$ cat src/rtl/serial_pkg.sv
`default_nettype none
// ============================================================================
// Module      : serial_pkg
// Description : Shared definitions for the serial transmitter and receiver:
//               receiver state encoding, default bit period, byte width and
//               a 2-of-3 majority helper.
// Revision    : 1.0 - initial release
// ============================================================================
package serial_pkg;

    localparam int BYTE_W               = 8;
    localparam int DEFAULT_CLKS_PER_BIT = 104;   // 12 MHz / 115200

    localparam int STATE_W = 3;
    localparam logic [STATE_W-1:0] IDLE      = 3'd0;
    localparam logic [STATE_W-1:0] START     = 3'd1;
    localparam logic [STATE_W-1:0] DATA      = 3'd2;
    localparam logic [STATE_W-1:0] STOP      = 3'd3;
    localparam logic [STATE_W-1:0] WAIT_IDLE = 3'd4;

    function automatic logic majority3(input logic a, input logic b, input logic c);
        return (a & b) | (a & c) | (b & c);
    endfunction

endpackage
`default_nettype wire

$ cat src/rtl/serial_rx_if.sv
`default_nettype none
// ============================================================================
// Module      : serial_rx_if
// Description : Receive-side bundle of the UART receiver.
//               rx        - serial line (idles high)
//               rbyte     - last correctly framed byte
//               rbyte_rdy - one-cycle strobe, rbyte is new
//               frame_err - one-cycle strobe, stop bit sampled low
//               busy      - receiver not idle
//               slave  : the receiver (consumes rx, produces the rest)
//               master : the line driver / byte consumer
// Revision    : 1.0 - initial release
// ============================================================================
interface serial_rx_if;
    import serial_pkg::*;

    logic              rx;
    logic [BYTE_W-1:0] rbyte;
    logic              rbyte_rdy;
    logic              frame_err;
    logic              busy;

    modport slave  (input rx, output rbyte, output rbyte_rdy, output frame_err, output busy);
    modport master (output rx, input rbyte, input rbyte_rdy, input frame_err, input busy);

endinterface
`default_nettype wire

$ cat src/rtl/serial_rx_sync.sv
`default_nettype none
// ============================================================================
// Module      : rx_sync
// Description : Two-flop synchronizer for the asynchronous rx line. With
//               SERIAL_RX_MAJORITY_EN defined it also keeps a 3-tap history
//               of the synchronized line and outputs a 2-of-3 vote.
// Ports       : clk12   in  - system clock
//               rst_n   in  - synchronous reset, active-low
//               rx      in  - raw serial line
//               rx_s    out - synchronized line (2 cycles behind rx)
//               rx_vote out - value the receiver samples at a bit point
// Macro       : SERIAL_RX_MAJORITY_EN
// Revision    : 1.0 - initial release
// ============================================================================
module rx_sync
    import serial_pkg::*;
(
    input  wire logic clk12,
    input  wire logic rst_n,
    input  wire logic rx,
    output logic      rx_s,
    output logic      rx_vote
);

    logic r_sync1;
    logic r_sync2;

    // Reset to the idle level so no false start is seen out of reset.
    always_ff @(posedge clk12) begin
        if (!rst_n) begin
            r_sync1 <= 1'b1;
            r_sync2 <= 1'b1;
        end else begin
            r_sync1 <= rx;
            r_sync2 <= r_sync1;
        end
    end

    assign rx_s = r_sync2;

`ifdef SERIAL_RX_MAJORITY_EN
    logic r_tap1;
    logic r_tap2;

    always_ff @(posedge clk12) begin
        if (!rst_n) begin
            r_tap1 <= 1'b1;
            r_tap2 <= 1'b1;
        end else begin
            r_tap1 <= r_sync2;
            r_tap2 <= r_tap1;
        end
    end

    // When the FSM decides at target+1, the taps hold target and target-1.
    assign rx_vote = majority3(r_sync2, r_tap1, r_tap2);
`else
    assign rx_vote = r_sync2;
`endif

endmodule
`default_nettype wire

$ cat src/rtl/serial_rx.sv
`default_nettype none
// ============================================================================
// Module      : serial_rx
// Description : UART receiver, 8N1, LSB first. Detects the start edge,
//               confirms it at mid-start, samples each data bit and the stop
//               bit at mid-bit, strobes good bytes and flags framing errors.
// Ports       : clk12  in  - system clock (rising edge)
//               rst_n  in  - synchronous reset, active-low
//               bus    slave modport of serial_rx_if
//                      (rx in; rbyte, rbyte_rdy, frame_err, busy out)
// Parameters  : CLKS_PER_BIT - clk12 cycles per bit, >= 8
//               CNT_W        - bit counter width, 2**CNT_W > CLKS_PER_BIT
// Macro       : SERIAL_RX_MAJORITY_EN - 2-of-3 vote around each sample point,
//               decisions move one cycle later.
// Revision    : 1.0 - initial release
// ============================================================================
module serial_rx
    import serial_pkg::*;
#(
    parameter int CLKS_PER_BIT = DEFAULT_CLKS_PER_BIT,
    parameter int CNT_W        = 16
) (
    input  wire logic   clk12,
    input  wire logic   rst_n,
    serial_rx_if.slave  bus
);

`ifdef SERIAL_RX_MAJORITY_EN
    localparam int c_maj = 1;
`else
    localparam int c_maj = 0;
`endif

    // Only the start check shifts by one cycle; data and stop decisions are
    // spaced a full bit period after it, so they inherit the same shift.
    localparam logic [CNT_W-1:0] c_start_cmp = CNT_W'(CLKS_PER_BIT / 2 - 1 + c_maj);
    localparam logic [CNT_W-1:0] c_bit_last  = CNT_W'(CLKS_PER_BIT - 1);

    logic w_rx_s;
    logic w_rx_vote;

    logic [STATE_W-1:0] r_state;
    logic [CNT_W-1:0]   r_cnt;
    logic [2:0]         r_idx;
    logic [BYTE_W-1:0]  r_shift;
    logic [BYTE_W-1:0]  r_rbyte;
    logic               r_rdy;
    logic               r_ferr;
    logic               r_busy;
    // Out of reset the synchronizer holds its forced-high values for two
    // cycles; r_settle waits those out so that r_armed is only set by a high
    // level really seen on the line. This keeps the tail of a frame
    // interrupted by reset from being taken as a new start bit.
    logic [1:0]         r_settle;
    logic               r_armed;

    rx_sync u_rx_sync (
        .clk12   (clk12),
        .rst_n   (rst_n),
        .rx      (bus.rx),
        .rx_s    (w_rx_s),
        .rx_vote (w_rx_vote)
    );

    always_ff @(posedge clk12) begin
        if (!rst_n) begin
            r_state  <= IDLE;
            r_cnt    <= '0;
            r_idx    <= 3'd0;
            r_shift  <= '0;
            r_rbyte  <= '0;
            r_rdy    <= 1'b0;
            r_ferr   <= 1'b0;
            r_busy   <= 1'b0;
            r_settle <= 2'd0;
            r_armed  <= 1'b0;
        end else begin
            r_rdy  <= 1'b0;
            r_ferr <= 1'b0;

            case (r_state)
                IDLE: begin
                    if (r_settle != 2'd2) begin
                        r_settle <= r_settle + 2'd1;
                    end else if (w_rx_s) begin
                        r_armed <= 1'b1;
                    end else if (r_armed) begin
                        r_state <= START;
                        r_cnt   <= '0;
                        r_busy  <= 1'b1;
                    end
                end

                START: begin
                    if (r_cnt == c_start_cmp) begin
                        r_cnt <= '0;
                        if (!w_rx_vote) begin
                            r_state <= DATA;
                            r_idx   <= 3'd0;
                        end else begin
                            r_state <= IDLE;   // glitch, not a start bit
                            r_busy  <= 1'b0;
                        end
                    end else begin
                        r_cnt <= r_cnt + CNT_W'(1);
                    end
                end

                DATA: begin
                    if (r_cnt == c_bit_last) begin
                        r_cnt   <= '0;
                        r_shift <= {w_rx_vote, r_shift[BYTE_W-1:1]};
                        r_idx   <= r_idx + 3'd1;
                        if (r_idx == 3'd7) begin
                            r_state <= STOP;
                        end
                    end else begin
                        r_cnt <= r_cnt + CNT_W'(1);
                    end
                end

                STOP: begin
                    if (r_cnt == c_bit_last) begin
                        r_cnt <= '0;
                        if (w_rx_vote) begin
                            // Leave at mid-stop: half a bit of slack for a
                            // back-to-back start edge.
                            r_rbyte <= r_shift;
                            r_rdy   <= 1'b1;
                            r_state <= IDLE;
                            r_busy  <= 1'b0;
                        end else begin
                            r_ferr  <= 1'b1;
                            r_state <= WAIT_IDLE;
                        end
                    end else begin
                        r_cnt <= r_cnt + CNT_W'(1);
                    end
                end

                WAIT_IDLE: begin
                    // A break holds the line low; no bytes until it recovers.
                    if (w_rx_s) begin
                        r_state <= IDLE;
                        r_busy  <= 1'b0;
                    end
                end

                default: begin
                    r_state <= IDLE;
                    r_cnt   <= '0;
                    r_busy  <= 1'b0;
                end
            endcase
        end
    end

    assign bus.rbyte     = r_rbyte;
    assign bus.rbyte_rdy = r_rdy;
    assign bus.frame_err = r_ferr;
    assign bus.busy      = r_busy;

endmodule
`default_nettype wire

$ cat src/flat_wrapper.sv
// flat-port wrapper written by rule: the top's interface ports become plain ports
module serial_rx_flat import serial_pkg::*;
#(
    parameter int CLKS_PER_BIT = DEFAULT_CLKS_PER_BIT,
    parameter int CNT_W        = 16
)
  (clk12, rst_n, bus_rx, bus_rbyte, bus_rbyte_rdy, bus_frame_err, bus_busy);
  serial_rx_if bus_i ();
  input  wire logic clk12;
  input  wire logic rst_n;
  input wire logic [$bits(bus_i.rx)-1:0] bus_rx;
  output wire logic [$bits(bus_i.rbyte)-1:0] bus_rbyte;
  output wire logic [$bits(bus_i.rbyte_rdy)-1:0] bus_rbyte_rdy;
  output wire logic [$bits(bus_i.frame_err)-1:0] bus_frame_err;
  output wire logic [$bits(bus_i.busy)-1:0] bus_busy;
  assign bus_i.rx = bus_rx;
  assign bus_rbyte = bus_i.rbyte;
  assign bus_rbyte_rdy = bus_i.rbyte_rdy;
  assign bus_frame_err = bus_i.frame_err;
  assign bus_busy = bus_i.busy;
  serial_rx #(.CLKS_PER_BIT(CLKS_PER_BIT), .CNT_W(CNT_W)) u_core (.clk12(clk12), .rst_n(rst_n), .bus(bus_i));
endmodule
$ cat config.mk
export PLATFORM = sky130hd
export DESIGN_NAME = serial_rx_flat
export DESIGN_NICKNAME = d
export VERILOG_FILES = /design/src/rtl/serial_pkg.sv /design/src/rtl/serial_rx_if.sv /design/src/rtl/serial_rx_sync.sv /design/src/rtl/serial_rx.sv /design/src/flat_wrapper.sv
export SDC_FILE = /design/constraint.sdc
export NUM_CORES = 1
export LEC_CHECK = 0
export ABC_AREA = 0
export CORE_ASPECT_RATIO = 0.7
export CORE_MARGIN = 2
export CORE_UTILIZATION = 50
export CTS_CLUSTER_DIAMETER = 120
export CTS_CLUSTER_SIZE = 10
export DETAILED_ROUTE_END_ITERATION = 6
export PLACE_DENSITY_LB_ADDON = 0.15
export SLEW_MARGIN = 20
export SYNTH_ARGS = -nofsm -noshare
export SYNTH_HDL_FRONTEND = slang
export SYNTH_HIERARCHICAL = 1
export SYNTH_SLANG_ARGS = --single-unit
$ cat constraint.sdc
create_clock -name clk12 -period 2.75 [get_ports clk12]
set_clock_uncertainty 0.15 [all_clocks]
set_input_delay 0.275 -clock clk12 [delete_from_list [all_inputs] [get_ports clk12]]
set_output_delay 0.275 -clock clk12 [all_outputs]
set_load 0.01 [all_outputs]
; Word-level counts from Yosys, hierarchy flattened
; Index checks and enable logic that the tools add are counted.
; W data, S select, Z words.
[word_totals]
ff_bits = 46
latch_bits = 0
ramBits = 0
rom_bits = 0
input_bits = 3
n_memories = 0
[op_classes]
addsub = 3
multipliers = 0
n_div = 0
order_cmp = 0
n_eq_ne = 17
n_shift = 0
mux = 30
bitwise = 3
n_reduce_logical = 12
[op_table]
columns = operator, count
row1 = $mux W16, 5
row2 = $pmux W16 S4, 1
row3 = $mux W3, 12
row4 = $add A16 B1 Y16 const B, 1
row5 = $eq A16 B6 Y1 const B, 1
row6 = $eq A16 B7 Y1 const B, 1
row7 = $pmux W3 S5, 1
row8 = $ne A2 B1 Y1 const B, 5
row9 = $ne A2 B2 Y1 const B, 5
row10 = $reduce_and A3 Y1, 3
row11 = $mux W1, 8
row12 = $reduce_and A4 Y1, 2
row13 = $reduce_and A8 Y1, 1
row14 = $eq A3 B2 Y1 const B, 2
row15 = $eq A3 B3 Y1 const B, 2
row16 = $pmux W3 S2, 1
row17 = $reduce_and A6 Y1, 1
row18 = $pmux W1 S5, 1
row19 = $reduce_and A2 Y1, 2
row20 = $add A3 B1 Y3 const B, 1
row21 = $eq A3 B1 Y1 const B, 1
row22 = $logic_not A3 Y1, 1
row23 = $not A1 Y1, 3
row24 = $add A2 B1 Y2 const B, 1
row25 = other kinds (3), 3

; Longest topological paths before layout
; Gate-level depths: netlist of run 1.
[logic_depth]
ltp_word = 4
mapped_depth = 9
mapped_depth_nobuf = 7

; By module
; Netlist of run 1, hierarchy kept.
[modules_own_cells]
columns = module, instances, cells_each, area_each_um2, seq_area_each_um2
row1 = serial_rx, 1, 226, 2118.3, 880.8
row2 = rx_sync, 1, 5, 60.1, 40.0

; Worst setup path before layout of run 1
; OpenSTA, ideal clock, no wires.
[synth_timing]
path_kind = register to register
startpoint = register u_core.r_cnt[0]
endpoint = register u_core.r_idx[0]
setup_time_ps = 116
t_arrival_ps = 1753
slack_ps = 731
path_stages_with_launch = 7
n_path_buf = 0
path_cell_list = dfxtp_1 -> ha_1 -> nor4b_4 -> and4_1 -> nor4_4 -> or3_4 -> a31o_1
[synth_via]
elab_chain_len = 3
word_cells_on_any_way = 5
classes_between = 4 x eq/ne / 1 x reduce/logical
[synth_rtl]
columns = element, line
row1 = start: declaration, serial_rx.sv:43  ; logic [CNT_W-1:0] r_cnt;
row2 = start signal: assignment, serial_rx.sv:105  ; r_cnt <= r_cnt + CNT_W'(1);
row3 = start signal: assignment, serial_rx.sv:118  ; r_cnt <= r_cnt + CNT_W'(1);
row4 = start signal: assignment, serial_rx.sv:137  ; r_cnt <= r_cnt + CNT_W'(1);
row5 = $eq A16 B7 Y1 or $eq A16 B6 Y1 (tied branches), "serial_rx.sv:110, serial_rx.sv:95"
row6 = $ne A2 B1 Y1 (no line), --
row7 = $reduce_and A4 Y1 (no line) *, --
row8 = end signal: assignment, serial_rx.sv:113  ; r_idx <= r_idx + 3'd1;
row9 = end: declaration, serial_rx.sv:44  ; logic [2:0] r_idx;
; Mark *: on every way between the ends. The rest lies on a longest branch, timed or not.
; A chain may end at the register's enable or synchronous reset.

; Final worst setup path of run 1
; Ends and elaborated chain as after synthesis.

==> results.md, run 1 <==
- Syn Area/Cell: between 9 and 10 µm²
- Antenna diodes: 0
- Primary FF master, synth: dfxtp_1
- Area occupied by multi-input gates: about 1200 µm²
- Synth Warn #: 6
- GRT Overall Usage: 17.27%
- Initial Utilization: between 50% and 60%
- Ports: 14
- Maxcap violations: 0
- Busiest grt layer: met1
- IO buf count: 13
- WL/cell: about 13 µm
- CTS tree: built
- Top cells by area, synth: dfxtp_1 42%, mux2i_1 5.5%, xnor2_1 5.2%, nand2_1 3.8%, nand3_1 3.7%
- Detailed Route WL: 3.881 mm
- Vias in the first global route: about 1400
- Worst-path clk slew: 0.09 ns
- Die Y: 59.23 µm
- Met1 Use GR: between 20% and 30%
- Seq cells post-synth: 46
- M2 GR Usage: slightly above 20%
- Post-synthesis cell area: around 2200 µm²
- # resized after CTS: 0
- Vias per cell: 5.223
- Routed Antenna Nets: 0
- Crit path buf inv count: 1
- Top cell type's share of synthesized area: ~42%
- Area of the die: between 4000 and 5000 µm²
- CP top delay family: simple AND/OR/NAND/NOR gates
- GRT overflow: 0
- Register Area: just over 900 µm²
- Share of cells above drive strength 1: between 10% and 20%
- CP max stage cell: dfxtp_1
- Static leakage: around 0.82 nW
- Max-slew headroom: between 60% and 70%
- WP data arrival: 2.26 ns
- Drt drc: 0
- CP cell instances: ha_1 > nor4b_4 > and4_1 > buf_4 > nand2_1 > nor3b_1 > a31o_1
- Gpl congestion: between 0.7 and 0.8
- Fin Hold WS: approximately 0.27 ns
- CP endpoint kind: flop
- Detailed placement HPWL: between 2 and 3 mm
- Num rows: 20
- Final hold violation count: 0
- Most frequent cell after synthesis: dfxtp_1
- CP Max Fanout: 12
- Hold bufs inserted after CTS: 0
- Fill count: 381
- RSZ-0062 raised after global routing: no
- Initial DRC count: between 100 and 150
- Max-slew violations: 0
- Syn_nets: approximately 240
- EDFF count, synth: 0
- Clock insertion delay at the later pin of the skew report: roughly 0.30 ns
- Global-route wire length before repair: between 6 and 7 mm
- Area Overhead vs Synth: 12.52%
- Via count: 1572
- Crit Path Category: flop to flop
- Postcts setup bufs: 0
- Setup TNS: 0 ns
- Crit path required time: 2.84 ns
- Die X: 82.89 µm
- CTS Buffer Depth: 2
- Nets: between 200 and 300
- CP peak stage delay: 0.42 ns
- Largest net degree at the start of global routing: 22
- Tightest Pin Transition: 0.5601 ns
- Initial antenna violation count: 0
- Number of buffers created by CTS: 5
- Top cells by count, synth: 46 x dfxtp_1, 22 x nand2_1, 21 x nor2_1, 16 x nand3_1, 13 x xnor2_1
- Fmax: 0.4611 GHz
- VDD IR max: 0.3470 mV
- Final Setup Violations: 0
- H-tree lvl count: 2
- Post-Synthesis Cells: ~230
- Outcome: completed
- Fin crit share: 78.85%
- Fraction of registers with async set/reset: 0%
- CP Launch Type: flop
- Min Tclk post-route: ~2.2 ns
- Floorplan core area: between 4000 and 5000 µm²
- Post-synth top area cell: dfxtp_1
- Routing usage on met3: about 6.1%
- DRT Pass-1 Iters: 4
- Distinct cell type count after synthesis: between 40 and 50
- Hold crit path type: flop to flop
- Post-synthesis sequential area ratio: a little over two fifths
- Power Density: just over 500 nW/µm²
- CTS root buffer: clkbuf_8
- Clk sinks: 46
[worst paths after layout]
check                                     end  slack, ns  cells past startpoint                                 from
max              u_core/r_idx[0]$_SDFFE_PN0P_       0.58                      7         u_core/r_cnt[0]$_SDFFE_PN0P_
min          u_core/u_rx_sync/rx_s$_SDFF_PN1_       0.27                      1  u_core/u_rx_sync/r_sync1$_SDFF_PN1_
max reg2reg      u_core/r_idx[0]$_SDFFE_PN0P_       0.58                      7         u_core/r_cnt[0]$_SDFFE_PN0P_
min reg2reg  u_core/u_rx_sync/rx_s$_SDFF_PN1_       0.27                      1  u_core/u_rx_sync/r_sync1$_SDFF_PN1_
[layer usage]
layer  part of all wire, %  vias up
li1                      -      833
met1                    58      699
met2                    35       35
met3                   6.3        5
met4                  0.70        0
met5                     0        -
[final cells by class]
type                       count  share of cell area, %
multi-input combinational    167                  47.88
sequential                    46                  37.57
timing repair buffer          19                  7.147
clock buffer                   5                  2.808
tap                           55                  2.808
inverter                       6                 0.9188
clock inverter                 3                 0.8678
[report_power, final]
part / internal (mW) / leakage, nW / total, mW / switching [mW]
logic: 0.0630 / 0.405 / 0.130 / 0.0675
clock network: 0.179 / 0.0441 / 0.409 / 0.230
registers: 0.690 / 0.372 / 0.709 / 0.0188
[per-stage QoR]
step           utilization, %  worst slack (ns)  cell area [µm²]  cells  power [mW]
2_1_floorplan               -            0.7311             2178    231      0.8300
3_3_place_gp            55.50            0.6369             2361    293      0.8545
3_5_place_dp            55.50            0.5932             2361    293      0.8541
4_1_cts                 57.62            0.5829             2451    301       1.265
5_1_grt                 57.62            0.3642             2451    301       1.311
6_report                57.62            0.5815             2451    301       1.248
[state kept, by name, indices dropped and copies added, names as in the netlist]
name                      count
u_core/r_armed                1
u_core/bus.frame_err          1
u_core/r_settle               2
u_core/u_rx_sync/r_sync1      1
u_core/r_shift                8
u_core/bus.rbyte              8
u_core/r_idx                  3
u_core/r_cnt                 16
u_core/bus.rbyte_rdy          1
u_core/u_rx_sync/rx_s         1
u_core/r_state                3
u_core/bus.busy               1
[cells by family (layout without fill, tap and decap cells)]
logic type | count (synthesis) | after routing | share of synthesized area, %
multiplexers | 12 | 12 | 5.514
XOR/XNOR | 16 | 16 | 6.433
AO/OA/AOI/OAI | 24 | 24 | 9.018
adder cells (fa/ha/maj) | 4 | 4 | 2.298
AND/OR/NAND/NOR | 111 | 111 | 30.61
flip-flops | 46 | 46 | 42.27
buffers and inverters | 18 | 33 | 3.848
[layout by cell type (no fill, tap or decap), types with 5 or more instances in the layout]
cell type        Yosys  final
dfxtp_1             46     46
nand3_1             16     16
a21boi_0             8      8
clkdlybuf4s50_1      0     13
nor2_1              21     21
nand2_1             22     22
buf_4                1      6
nor2b_1             10     10
nor3_1               7      7
nor3b_1              6      6
mux2i_1             12     12
inv_1                6      6
clkbuf_8             0      5
xnor2_1             13     13
No activity file was read; power rests on OpenSTA's default activity.
==> run 2: changes to the inputs <==
Clock period 2.75 ns to 1.7 ns, I/O delays scaled along.
==> results.md, run 2 (same netlist as run 1, synthesis figures left out) <==
- Clock Power Share: between 30% and 40%
- IO buf count: 13
- Worst min-delay path startpoint: u_core/u_rx_sync/r_sync1$_SDFF_PN1_
- Internal: approximately 1.6 mW
- VDD IR max: about 0.7 mV
- Clock insertion delay at the later pin of the skew report: ~0.30 ns
- Fin crit share: 112.5%
- Most frequent cells in the layout: 42 x dfxtp_1, 33 x buf_4, 20 x nand2_1, 16 x nand3_1
- Maxcap violations: 0
- Fill count: between 300 and 400
- GRT Overall Usage: 20.41%
- WP data arrival: 1.96 ns
- Die X: about 83 µm
- Drt drc: 0
- Largest net degree at the start of global routing: 35
- Nets: 288
- GRT overflow: 0
- WL/cell: about 14 µm
- Share of cells above drive strength 1: approximately 31%
- Final hold violation count: 0
- Switch share: between 20% and 30%
- Combinational Power Share: between 10% and 20%
- Max-slew headroom: 69.76%
- Fmax: 0.5230 GHz
- Final Setup Violations: 40
- Ports: 14
- CTS tree: built
- Hold bufs inserted after CTS: 0
- Hold crit path type: flop to flop
- Final worst slack: -0.2120 ns
- Sw Pwr: a little under 0.6 mW
- Area of the die: 4909 µm²
- Max reg flops: 16
- Area Overhead vs Synth: 34.06%
- CP endpoint kind: flop
- Fin Hold WS: roughly 0.27 ns
- Placement Cell Area: 2674 µm²
- CP Launch Type: flop
- Worst r2r dst: u_core/r_idx[0]$_SDFFE_PN0P_
- Crit Path Category: flop to flop
- Number of buffers created by CTS: 5
- Outcome: finished with violations
- Vias in the first global route: around 1700
- Final Util: 68.65%
- WHS Path Cells: 1
- Seq pwr share: between 50% and 60%
- DRT Pass-1 Iters: 4
- Routed Antenna Nets: 0
- Initial antenna violation count: 0
- Clk sinks: 46
- Post-Route M1 WL: 2.516 mm
- Global-route wire length before repair: 7.838 mm
- Detailed Route WL: approximately 4.6 mm
- Min Tclk post-route: 1.912 ns
- R2r setup slk: -0.21 ns
- Design area: 2920 µm²
- Failing checks: setup timing
- Tightest Pin Transition: about 0.45 ns
- Met2 Routed Length: roughly 1.8 mm
- Die Y: a little under 60 µm
- Via count: 1776
- Initial DRC count: approximately 120
- Antenna diodes: 0
- Largest register by flop count: u_core/r_cnt
- Vias per cell: around 5.3
- CTS Buffer Depth: 2
- Detailed placement HPWL: 3.219 mm
- Leading cell type in the layout, fill and taps excluded: dfxtp_1
- CTS root buffer: clkbuf_8
- Hold path endpoint: u_core/u_rx_sync/rx_s$_SDFF_PN1_
- Num rows: 20
- Gpl congestion: 0.8333
- Crit path required time: between 1.5 and 2 ns
- Power Density: 744.7 nW/µm²
- Routed length on met3: roughly 250 µm
- Worst r2r path cells: 6
- Static leakage: 1.060 nW
- H-tree lvl count: 2
- CP Max Fanout: 3
- Worst r2r src: u_core/r_cnt[1]$_SDFFE_PN0P_
- Worst-path clk slew: 0.09 ns
- Top sig layer: met4
- Initial Utilization: 51.21%
- Floorplan core area: about 4300 µm²
- RSZ-0062 raised after global routing: yes
- Max-slew violations: 0
==> run 2: cell type report <==
cell class                      instances  area, µm²  area share, %
Sequential cell                        46      930.9          31.88
Clock inverter                          3      25.02         0.8569
Multi-Input combinational cell        167       1299          44.47
Tap cell                               55      68.82          2.356
Timing Repair Buffer                   55      505.5          17.31
Inverter                                6      22.52         0.7712
Clock buffer                            5      68.82          2.356
==> run 2: worst max path at each step <==
stage	to	startpoint	slack [ns]
floorplan	u_core/r_idx[0]$_SDFFE_PN0P_	u_core/r_cnt[1]$_SDFFE_PN0P_	-0.20
global placement	u_core/r_idx[0]$_SDFFE_PN0P_	u_core/r_cnt[1]$_SDFFE_PN0P_	-0.15
detailed placement	u_core/r_idx[0]$_SDFFE_PN0P_	u_core/r_cnt[1]$_SDFFE_PN0P_	-0.19
CTS	u_core/r_idx[0]$_SDFFE_PN0P_	u_core/r_cnt[1]$_SDFFE_PN0P_	-0.20
global route	u_core/r_idx[0]$_SDFFE_PN0P_	u_core/r_cnt[1]$_SDFFE_PN0P_	-0.27
finish	u_core/r_idx[0]$_SDFFE_PN0P_	u_core/r_cnt[1]$_SDFFE_PN0P_	-0.21
==> run 2: per-layer routing <==
metal  vias up  global-route usage [%]
met2        43                   27.65
met3         5                   4.178
met1       820                   32.32
li1        908                       -
met5         -                       0
met4         0                   5.621
==> run 2: critical path: stages, from the launching register on <==
cell     delay [ns]
dfxtp_4        0.37
ha_4           0.13
nor4b_4        0.23
nand4_2        0.14
o22a_1         0.19
or3_4          0.39
a31o_1         0.20
==> run 2: per-stage QoR <==
stage | worst slack (ns) | setup TNS, ns | instances | power [mW]
after CTS | -0.1951 | -5.402 | 338 | 2.211
after global placement | -0.1504 | -3.281 | 325 | 1.486
final | -0.2120 | -5.286 | 337 | 2.175
after detailed placement | -0.1901 | -4.032 | 325 | 1.489
after floorplan | -0.2015 | -2.511 | 231 | 1.349
after global routing | -0.2725 | -8.921 | 337 | 2.292
==> run 2: power by group through the flow <==
stage | combinational, mW | sequential (mW) | clock (mW)
final | 0.343 | 1.14 | 0.695
after global routing | 0.382 | 1.14 | 0.768
after global placement | 0.325 | 1.16 | 0
after detailed placement | 0.328 | 1.16 | 0
after floorplan | 0.187 | 1.16 | 0
after CTS | 0.361 | 1.13 | 0.716
==> run 2: what timing repair did <==
item | CTS | global route
pin swaps | 17 | 8
buffers inserted | 4 | 1
gates cloned | 1 | 0
endpoints found under the setup margin | 40 | 41
gates resized for setup | 13 | 25
==> run 3: changes to the inputs <==
Settings changed: ABC_AREA 0 to unset.
==> results of run 3 <==
No change in the layout: final DEF, timing and power equal those of run 2.
